## config.mk

```make
export PLATFORM = sky130hd
export DESIGN_NAME = reg_rename_file_flat
export DESIGN_NICKNAME = d
export VERILOG_FILES = /design/src/rtl/reg_rename_file_if.sv /design/src/rtl/reg_rename_file.sv /design/src/flat_wrapper.sv
export SDC_FILE = /design/constraint.sdc
export NUM_CORES = 2
export LEC_CHECK = 0
export BUFFER_PORTS_ARGS = -buffer_cell sky130_fd_sc_hd__buf_2
export CELL_PAD_IN_SITES_DETAIL_PLACEMENT = 0
export CELL_PAD_IN_SITES_GLOBAL_PLACEMENT = 1
export CORE_UTILIZATION = 45
export CTS_CLUSTER_DIAMETER = 120
export DETAILED_ROUTE_END_ITERATION = 12
export PLACE_DENSITY = 0.7
export SYNTH_ARGS = -nofsm -noshare
export SYNTH_HDL_FRONTEND = slang
export SYNTH_SLANG_ARGS = --single-unit
export TNS_END_PERCENT = 1
```

## constraint.sdc

```tcl
create_clock -name clk_in -period 7.3 [get_ports clk_in]
set_input_delay 0.365 -clock clk_in [delete_from_list [all_inputs] [get_ports clk_in]]
set_output_delay 0.365 -clock clk_in [all_outputs]
set_load 0.01 [all_outputs]
```

## src/rtl/reg_rename_file_if.sv

```systemverilog
// Issue/commit/read-port bundle between the rename register file and the core.
// master = decoder/ROB/issue side, slave = register file.
interface reg_rename_file_if #(
   parameter int XLEN    = 32,
   parameter int ID_BIT  = 5,
   parameter int ROB_BIT = 4,
   parameter int NREAD   = 2
);
   logic                     rdy_in;
   logic                     flush_in;
   logic                     commit_valid;
   logic [ID_BIT-1:0]        commit_id;
   logic [XLEN-1:0]          commit_data;
   logic [ROB_BIT-1:0]       commit_rob;
   logic                     issue_valid;
   logic [ID_BIT-1:0]        issue_id;
   logic [ROB_BIT-1:0]       issue_rob;
   logic [NREAD*ID_BIT-1:0]  rd_id;
   logic [NREAD*XLEN-1:0]    rd_val;
   logic [NREAD-1:0]         rd_has_dep;
   logic [NREAD*ROB_BIT-1:0] rd_dep;
   logic [NREAD*ROB_BIT-1:0] rob_query;
   logic [NREAD-1:0]         rob_ready;
   logic [NREAD*XLEN-1:0]    rob_value;

   modport master (
      output rdy_in, flush_in,
      output commit_valid, commit_id, commit_data, commit_rob,
      output issue_valid, issue_id, issue_rob,
      output rd_id, rob_ready, rob_value,
      input  rd_val, rd_has_dep, rd_dep, rob_query
   );

   modport slave (
      input  rdy_in, flush_in,
      input  commit_valid, commit_id, commit_data, commit_rob,
      input  issue_valid, issue_id, issue_rob,
      input  rd_id, rob_ready, rob_value,
      output rd_val, rd_has_dep, rd_dep, rob_query
   );
endinterface

```

## src/rtl/reg_rename_file.sv

```systemverilog
// Architectural register file with per-register dirty bit and ROB tag for renaming.
// Optional macro REGFILE_COMMIT_BYPASS_EN forwards same-cycle commit data to matching reads.
module reg_rename_file #(
   parameter int XLEN     = 32,
   parameter int NUM_REGS = 32,
   parameter int ID_BIT   = 5,
   parameter int ROB_BIT  = 4,
   parameter int NREAD    = 2
) (
   input logic clk_in,
   input logic rst_in,
   reg_rename_file_if.slave bus
);

   logic [XLEN-1:0]    r_regs  [NUM_REGS];
   logic               r_dirty [NUM_REGS];
   logic [ROB_BIT-1:0] r_tag   [NUM_REGS];

   logic [ID_BIT-1:0]  w_rd_id     [NREAD];
   logic [NREAD-1:0]   w_byp;
   logic               w_commit_en;
   logic               w_commit_clr;
   logic               w_issue_en;

   always_comb begin
      for (int unsigned k = 0; k < NREAD; k++) begin
         w_rd_id[k] = bus.rd_id[k*ID_BIT +: ID_BIT];
      end
   end

   always_comb begin
      w_byp = '0;
`ifdef REGFILE_COMMIT_BYPASS_EN
      for (int unsigned k = 0; k < NREAD; k++) begin
         w_byp[k] = bus.commit_valid && (bus.commit_id == w_rd_id[k]) &&
                    (bus.commit_rob == r_tag[w_rd_id[k]]);
      end
`endif
   end

   // Reads see pre-update state; dirty qualifies the tag (tag 0 is a real ROB entry).
   always_comb begin
      bus.rd_val     = '0;
      bus.rd_has_dep = '0;
      bus.rd_dep     = '0;
      bus.rob_query  = '0;
      for (int unsigned k = 0; k < NREAD; k++) begin
         bus.rob_query[k*ROB_BIT +: ROB_BIT] = r_tag[w_rd_id[k]];
         if (w_rd_id[k] == '0) begin
            bus.rd_val[k*XLEN +: XLEN] = '0;
         end else if (r_dirty[w_rd_id[k]]) begin
            if (w_byp[k]) begin
               bus.rd_val[k*XLEN +: XLEN] = bus.commit_data;
            end else if (bus.rob_ready[k]) begin
               bus.rd_val[k*XLEN +: XLEN] = bus.rob_value[k*XLEN +: XLEN];
            end else begin
               bus.rd_has_dep[k]                = 1'b1;
               bus.rd_dep[k*ROB_BIT +: ROB_BIT] = r_tag[w_rd_id[k]];
            end
         end else begin
            bus.rd_val[k*XLEN +: XLEN] = r_regs[w_rd_id[k]];
         end
      end
   end

   assign w_commit_en  = bus.commit_valid && (bus.commit_id != '0);
   assign w_commit_clr = w_commit_en && r_dirty[bus.commit_id] &&
                         (r_tag[bus.commit_id] == bus.commit_rob);
   assign w_issue_en   = bus.issue_valid && (bus.issue_id != '0) && !bus.flush_in;

   // Issue is applied after the commit clear so a same-register rename wins.
   always_ff @(posedge clk_in) begin
      if (!rst_in) begin
         for (int unsigned i = 0; i < NUM_REGS; i++) begin
            r_regs[i]  <= '0;
            r_dirty[i] <= 1'b0;
            r_tag[i]   <= '0;
         end
      end else if (bus.rdy_in) begin
         if (w_commit_en) begin
            r_regs[bus.commit_id] <= bus.commit_data;
         end
         if (bus.flush_in) begin
            for (int unsigned i = 0; i < NUM_REGS; i++) begin
               r_dirty[i] <= 1'b0;
               r_tag[i]   <= '0;
            end
         end else begin
            if (w_commit_clr) begin
               r_dirty[bus.commit_id] <= 1'b0;
               r_tag[bus.commit_id]   <= '0;
            end
            if (w_issue_en) begin
               r_dirty[bus.issue_id] <= 1'b1;
               r_tag[bus.issue_id]   <= bus.issue_rob;
            end
         end
      end
   end

endmodule

```

## src/flat_wrapper.sv

```systemverilog
// flat-port wrapper written by rule: the top's interface ports become plain ports
module reg_rename_file_flat 
#(
   parameter int XLEN     = 32,
   parameter int NUM_REGS = 32,
   parameter int ID_BIT   = 5,
   parameter int ROB_BIT  = 4,
   parameter int NREAD    = 2
)
  (clk_in, rst_in, bus_rdy_in, bus_flush_in, bus_commit_valid, bus_commit_id, bus_commit_data, bus_commit_rob, bus_issue_valid, bus_issue_id, bus_issue_rob, bus_rd_id, bus_rob_ready, bus_rob_value, bus_rd_val, bus_rd_has_dep, bus_rd_dep, bus_rob_query);
  reg_rename_file_if #(.XLEN(XLEN), .ID_BIT(ID_BIT), .ROB_BIT(ROB_BIT), .NREAD(NREAD)) bus_i ();
  input logic clk_in;
  input logic rst_in;
  input wire logic [$bits(bus_i.rdy_in)-1:0] bus_rdy_in;
  input wire logic [$bits(bus_i.flush_in)-1:0] bus_flush_in;
  input wire logic [$bits(bus_i.commit_valid)-1:0] bus_commit_valid;
  input wire logic [$bits(bus_i.commit_id)-1:0] bus_commit_id;
  input wire logic [$bits(bus_i.commit_data)-1:0] bus_commit_data;
  input wire logic [$bits(bus_i.commit_rob)-1:0] bus_commit_rob;
  input wire logic [$bits(bus_i.issue_valid)-1:0] bus_issue_valid;
  input wire logic [$bits(bus_i.issue_id)-1:0] bus_issue_id;
  input wire logic [$bits(bus_i.issue_rob)-1:0] bus_issue_rob;
  input wire logic [$bits(bus_i.rd_id)-1:0] bus_rd_id;
  input wire logic [$bits(bus_i.rob_ready)-1:0] bus_rob_ready;
  input wire logic [$bits(bus_i.rob_value)-1:0] bus_rob_value;
  output wire logic [$bits(bus_i.rd_val)-1:0] bus_rd_val;
  output wire logic [$bits(bus_i.rd_has_dep)-1:0] bus_rd_has_dep;
  output wire logic [$bits(bus_i.rd_dep)-1:0] bus_rd_dep;
  output wire logic [$bits(bus_i.rob_query)-1:0] bus_rob_query;
  assign bus_i.rdy_in = bus_rdy_in;
  assign bus_i.flush_in = bus_flush_in;
  assign bus_i.commit_valid = bus_commit_valid;
  assign bus_i.commit_id = bus_commit_id;
  assign bus_i.commit_data = bus_commit_data;
  assign bus_i.commit_rob = bus_commit_rob;
  assign bus_i.issue_valid = bus_issue_valid;
  assign bus_i.issue_id = bus_issue_id;
  assign bus_i.issue_rob = bus_issue_rob;
  assign bus_i.rd_id = bus_rd_id;
  assign bus_i.rob_ready = bus_rob_ready;
  assign bus_i.rob_value = bus_rob_value;
  assign bus_rd_val = bus_i.rd_val;
  assign bus_rd_has_dep = bus_i.rd_has_dep;
  assign bus_rd_dep = bus_i.rd_dep;
  assign bus_rob_query = bus_i.rob_query;
  reg_rename_file #(.XLEN(XLEN), .NUM_REGS(NUM_REGS), .ID_BIT(ID_BIT), .ROB_BIT(ROB_BIT), .NREAD(NREAD)) u_core (.clk_in(clk_in), .rst_in(rst_in), .bus(bus_i));
endmodule
```

==> results.sh <==
export IMPL_outcome="finished with violations"
export IMPL_violations="design-rule violations"
export IMPL_areaGrowthSynthToFinish_pct=11.8
export IMPL_powerDensity_nw_per_um2=233
export IMPL_hpwl_um=133000
export IMPL_clock_skew_ns=0.0101
export IMPL_netlist_instances=4212
export IMPL_timing_rr_end="u_core.r_tag[16][1]$_SDFFCE_PN0P_"
export IMPL_async_flop_share=0
export IMPL_grt_overflow=0
export IMPL_period_needed_ns=4.44
export IMPL_endpoint="bus_rd_val[16]"
export IMPL_syn_area_um2=65600
export IMPL_synth_area_leaders="edfxtp_1 (53%), mux4_2 (26%), and2_1 (11%)"
export IMPL_die_width_um=384
export IMPL_grt_pass1_wl_um=320000
export IMPL_ys_seq_area_frac=0.537
export IMPL_synth_ff_latch_count=1184
export IMPL_yosysWarningCount=0
export IMPL_crit_arrival_ns=4.07
export IMPL_cp_depth=9
export IMPL_setup_tns_ns=0
export IMPL_drive_gt1_frac=0.326
export IMPL_first_pass_iters=9
export IMPL_synth_main_ff_cell="edfxtp_1"
export IMPL_wirelength_um=231000
export IMPL_cp_top_family="buffers and inverters"
export IMPL_drv_slew=0
export IMPL_crit_start="bus_rd_id[1]"
export IMPL_critPathKind="input port to output port"
export IMPL_critPathBufInv=4
export IMPL_synth_common_cells="edfxtp_1 (1,152), and2_1 (1,117), mux4_2 (756)"
export IMPL_critical_path_cell_chain="buf_8 > buf_4 > mux4_2 > mux4_2 > mux2i_4 > buf_12 > nand2_1 > a21oi_1 > buf_2"
export IMPL_num_rows=139
export IMPL_max_freq_mhz=225
export IMPL_timing_hold_worst_class="input port to flop"
export IMPL_period_share=0.608
export IMPL_num_io_pins=214
export IMPL_routabilityCongestion=0.834
export IMPL_worstPathRequired_ns=6.93
export IMPL_grt_pass1_vias=40300
export IMPL_r2r_slack_ns=4.31
export IMPL_rsz0062_at_grt="no"
export IMPL_cts_made_buffers=136
export IMPL_report_final_hold_viol_count=0
export IMPL_avgSynthCellArea_um2=15.6
export IMPL_postCtsSetupRepairBufs=0
export IMPL_worstMarginPinSlew_ns=1.23
export IMPL_dieArea_um2=147000
export IMPL_path_clk_slew_ns=0.06
export IMPL_core_area_um2=144000
export IMPL_synth_area_leader_cell="edfxtp_1"
export IMPL_synth_cell_type_count=44
export IMPL_drc=2
export IMPL_slew_headroom=0.178
export IMPL_rr_worst_depth=8
export IMPL_worstPathMaxFanout=69
export IMPL_clk_latency_ns=0.76
export IMPL_crit_path_frequent_cell="mux4_2"
export IMPL_rr_startpoint="u_core.r_tag[26][0]$_SDFFCE_PN0P_"
export IMPL_peakVddDrop_uv=192
export IMPL_slowest_delay_ns=0.69
export IMPL_finish_utilization=0.509
export IMPL_drt_iter0_drc=5864
export IMPL_grt_total_usage=0.315
export IMPL_htreeDepth=4
export IMPL_max_cap_viol_count=0
export IMPL_vias=41000
export IMPL_crit_path_start_kind="input port"
export IMPL_cp_end_kind="output port"
export IMPL_layout_nets=4382
export IMPL_cts_tree="yes"
export IMPL_synth_top_area_frac=0.527
export IMPL_holdWs_ns=0.199
export IMPL_cts_buffer_depth=3
export IMPL_initial_core_util=0.455
export IMPL_routedWlPerCell_um=36.9
export IMPL_leakagePower_nw=24.9
export IMPL_grt_max_degree=137
export IMPL_synth_edf_count=1152
export IMPL_ant_nets=0
export IMPL_setup_viol=0
export IMPL_yosysMostFrequentCell="edfxtp_1"
export IMPL_clock_sinks=1184
export IMPL_die_height_um=384
export IMPL_critPathSlowestCell="buf_4"
export IMPL_root_buffer="clkbuf_16"
export IMPL_antenna_found_initial=33
export IMPL_viasPerCell=6.55
export IMPL_power_total_mw=17.1
export IMPL_port_buffers=213
## timing repair
item / 4_1_cts / 5_1_grt
hold endpoints to repair: 1 / 0
gates resized for setup: 0 / 0
hold buffers: 2 / 0
## flip-flops by register name, indices dropped and copies added, names as in the netlist
name,count
u_core.r_regs,1024
u_core.r_tag,128
u_core.r_dirty,32
## power by group
group	switching [mW]	internal, mW
Combinational	1.23	0.986
Sequential	0.190	7.82
Clock	2.86	3.97
Total	4.29	12.8
## how the worst min path moves through the flow
| stage | from | cells after the start | slack (ns) | end |
|---|---|---|---|---|
| CTS | bus_commit_data[6] | 2 | 0.16 | u_core.r_regs[15][6]$_SDFFCE_PN0P_ |
| finish | bus_commit_data[10] | 2 | 0.20 | u_core.r_regs[15][10]$_SDFFCE_PN0P_ |
| global placement | u_core.r_dirty[25]$_DFF_P_ | 1 | 0.53 | u_core.r_dirty[25]$_DFF_P_ |
| global route | bus_commit_data[6] | 2 | 0.20 | u_core.r_regs[13][6]$_SDFFCE_PN0P_ |
| floorplan | u_core.r_dirty[10]$_DFF_P_ | 1 | 0.48 | u_core.r_dirty[10]$_DFF_P_ |
| detailed placement | u_core.r_dirty[25]$_DFF_P_ | 1 | 0.52 | u_core.r_dirty[25]$_DFF_P_ |
## layout make-up
class	instances	area, µm²
timing repair buffer	323	2060
fill	11700	70800
antenna	5	12.5
sequential	1184	35200
clock inverter	70	659
clock buffer	176	3700
tap	1903	2380
inverter	7	26.3
multi-input combinational	2598	29300
## stage by stage
| step | setup slack (ns) | area [µm²] | std cells |
|---|---|---|---|
| finish | 2.86 | 73300 | 6266 |
| global placement | 2.95 | 68900 | 6013 |
| global route | 2.78 | 73300 | 6263 |
| CTS | 2.89 | 73300 | 6261 |
| floorplan | 2.77 | 65700 | 4247 |
| detailed placement | 2.90 | 68900 | 6013 |
## routing by layer
layer / routed length (µm) / vias up / track usage
met3: 23300 / 464 / 0.0688
li1: - / 16400 / -
met1: 88300 / 21600 / 0.426
met5: 41 / - / 0
met4: 8870 / 6 / 0.115
met2: 111000 / 2496 / 0.503
## logic make-up after synthesis
family	count (synthesis)	share of synthesized area
AOI/OAI and AO/OA	162	0.0152
buffers and inverters	465	0.0287
muxes	878	0.279
other	1	0.0000572
xor gates and xnor gates	2	0.000267
and+or+nand+nor	1520	0.139
DFF	1184	0.537
## placed cells by master, fill, tap and decap left out, types with 23 or more instances in the layout
master | netlist | layout
and2_1 | 1117 | 1117
clkinv_1 | 0 | 26
o21ai_4 | 0 | 31
or4_1 | 34 | 34
mux4_2 | 756 | 756
edfxtp_1 | 1152 | 1152
nand3b_1 | 67 | 67
nand2_1 | 140 | 140
conb_1 | 1 | 36
mux2i_1 | 50 | 48
clkbuf_16 | 0 | 141
nor2_1 | 99 | 66
a31o_1 | 30 | 30
mux2_2 | 72 | 72
buf_4 | 1 | 106
nor2_4 | 0 | 33
a21oi_1 | 67 | 66
buf_2 | 84 | 201
clkinv_2 | 0 | 23
o22ai_1 | 24 | 24
dfxtp_1 | 32 | 32
clkbuf_1 | 355 | 31
Power figures use the tool's default switching activity.
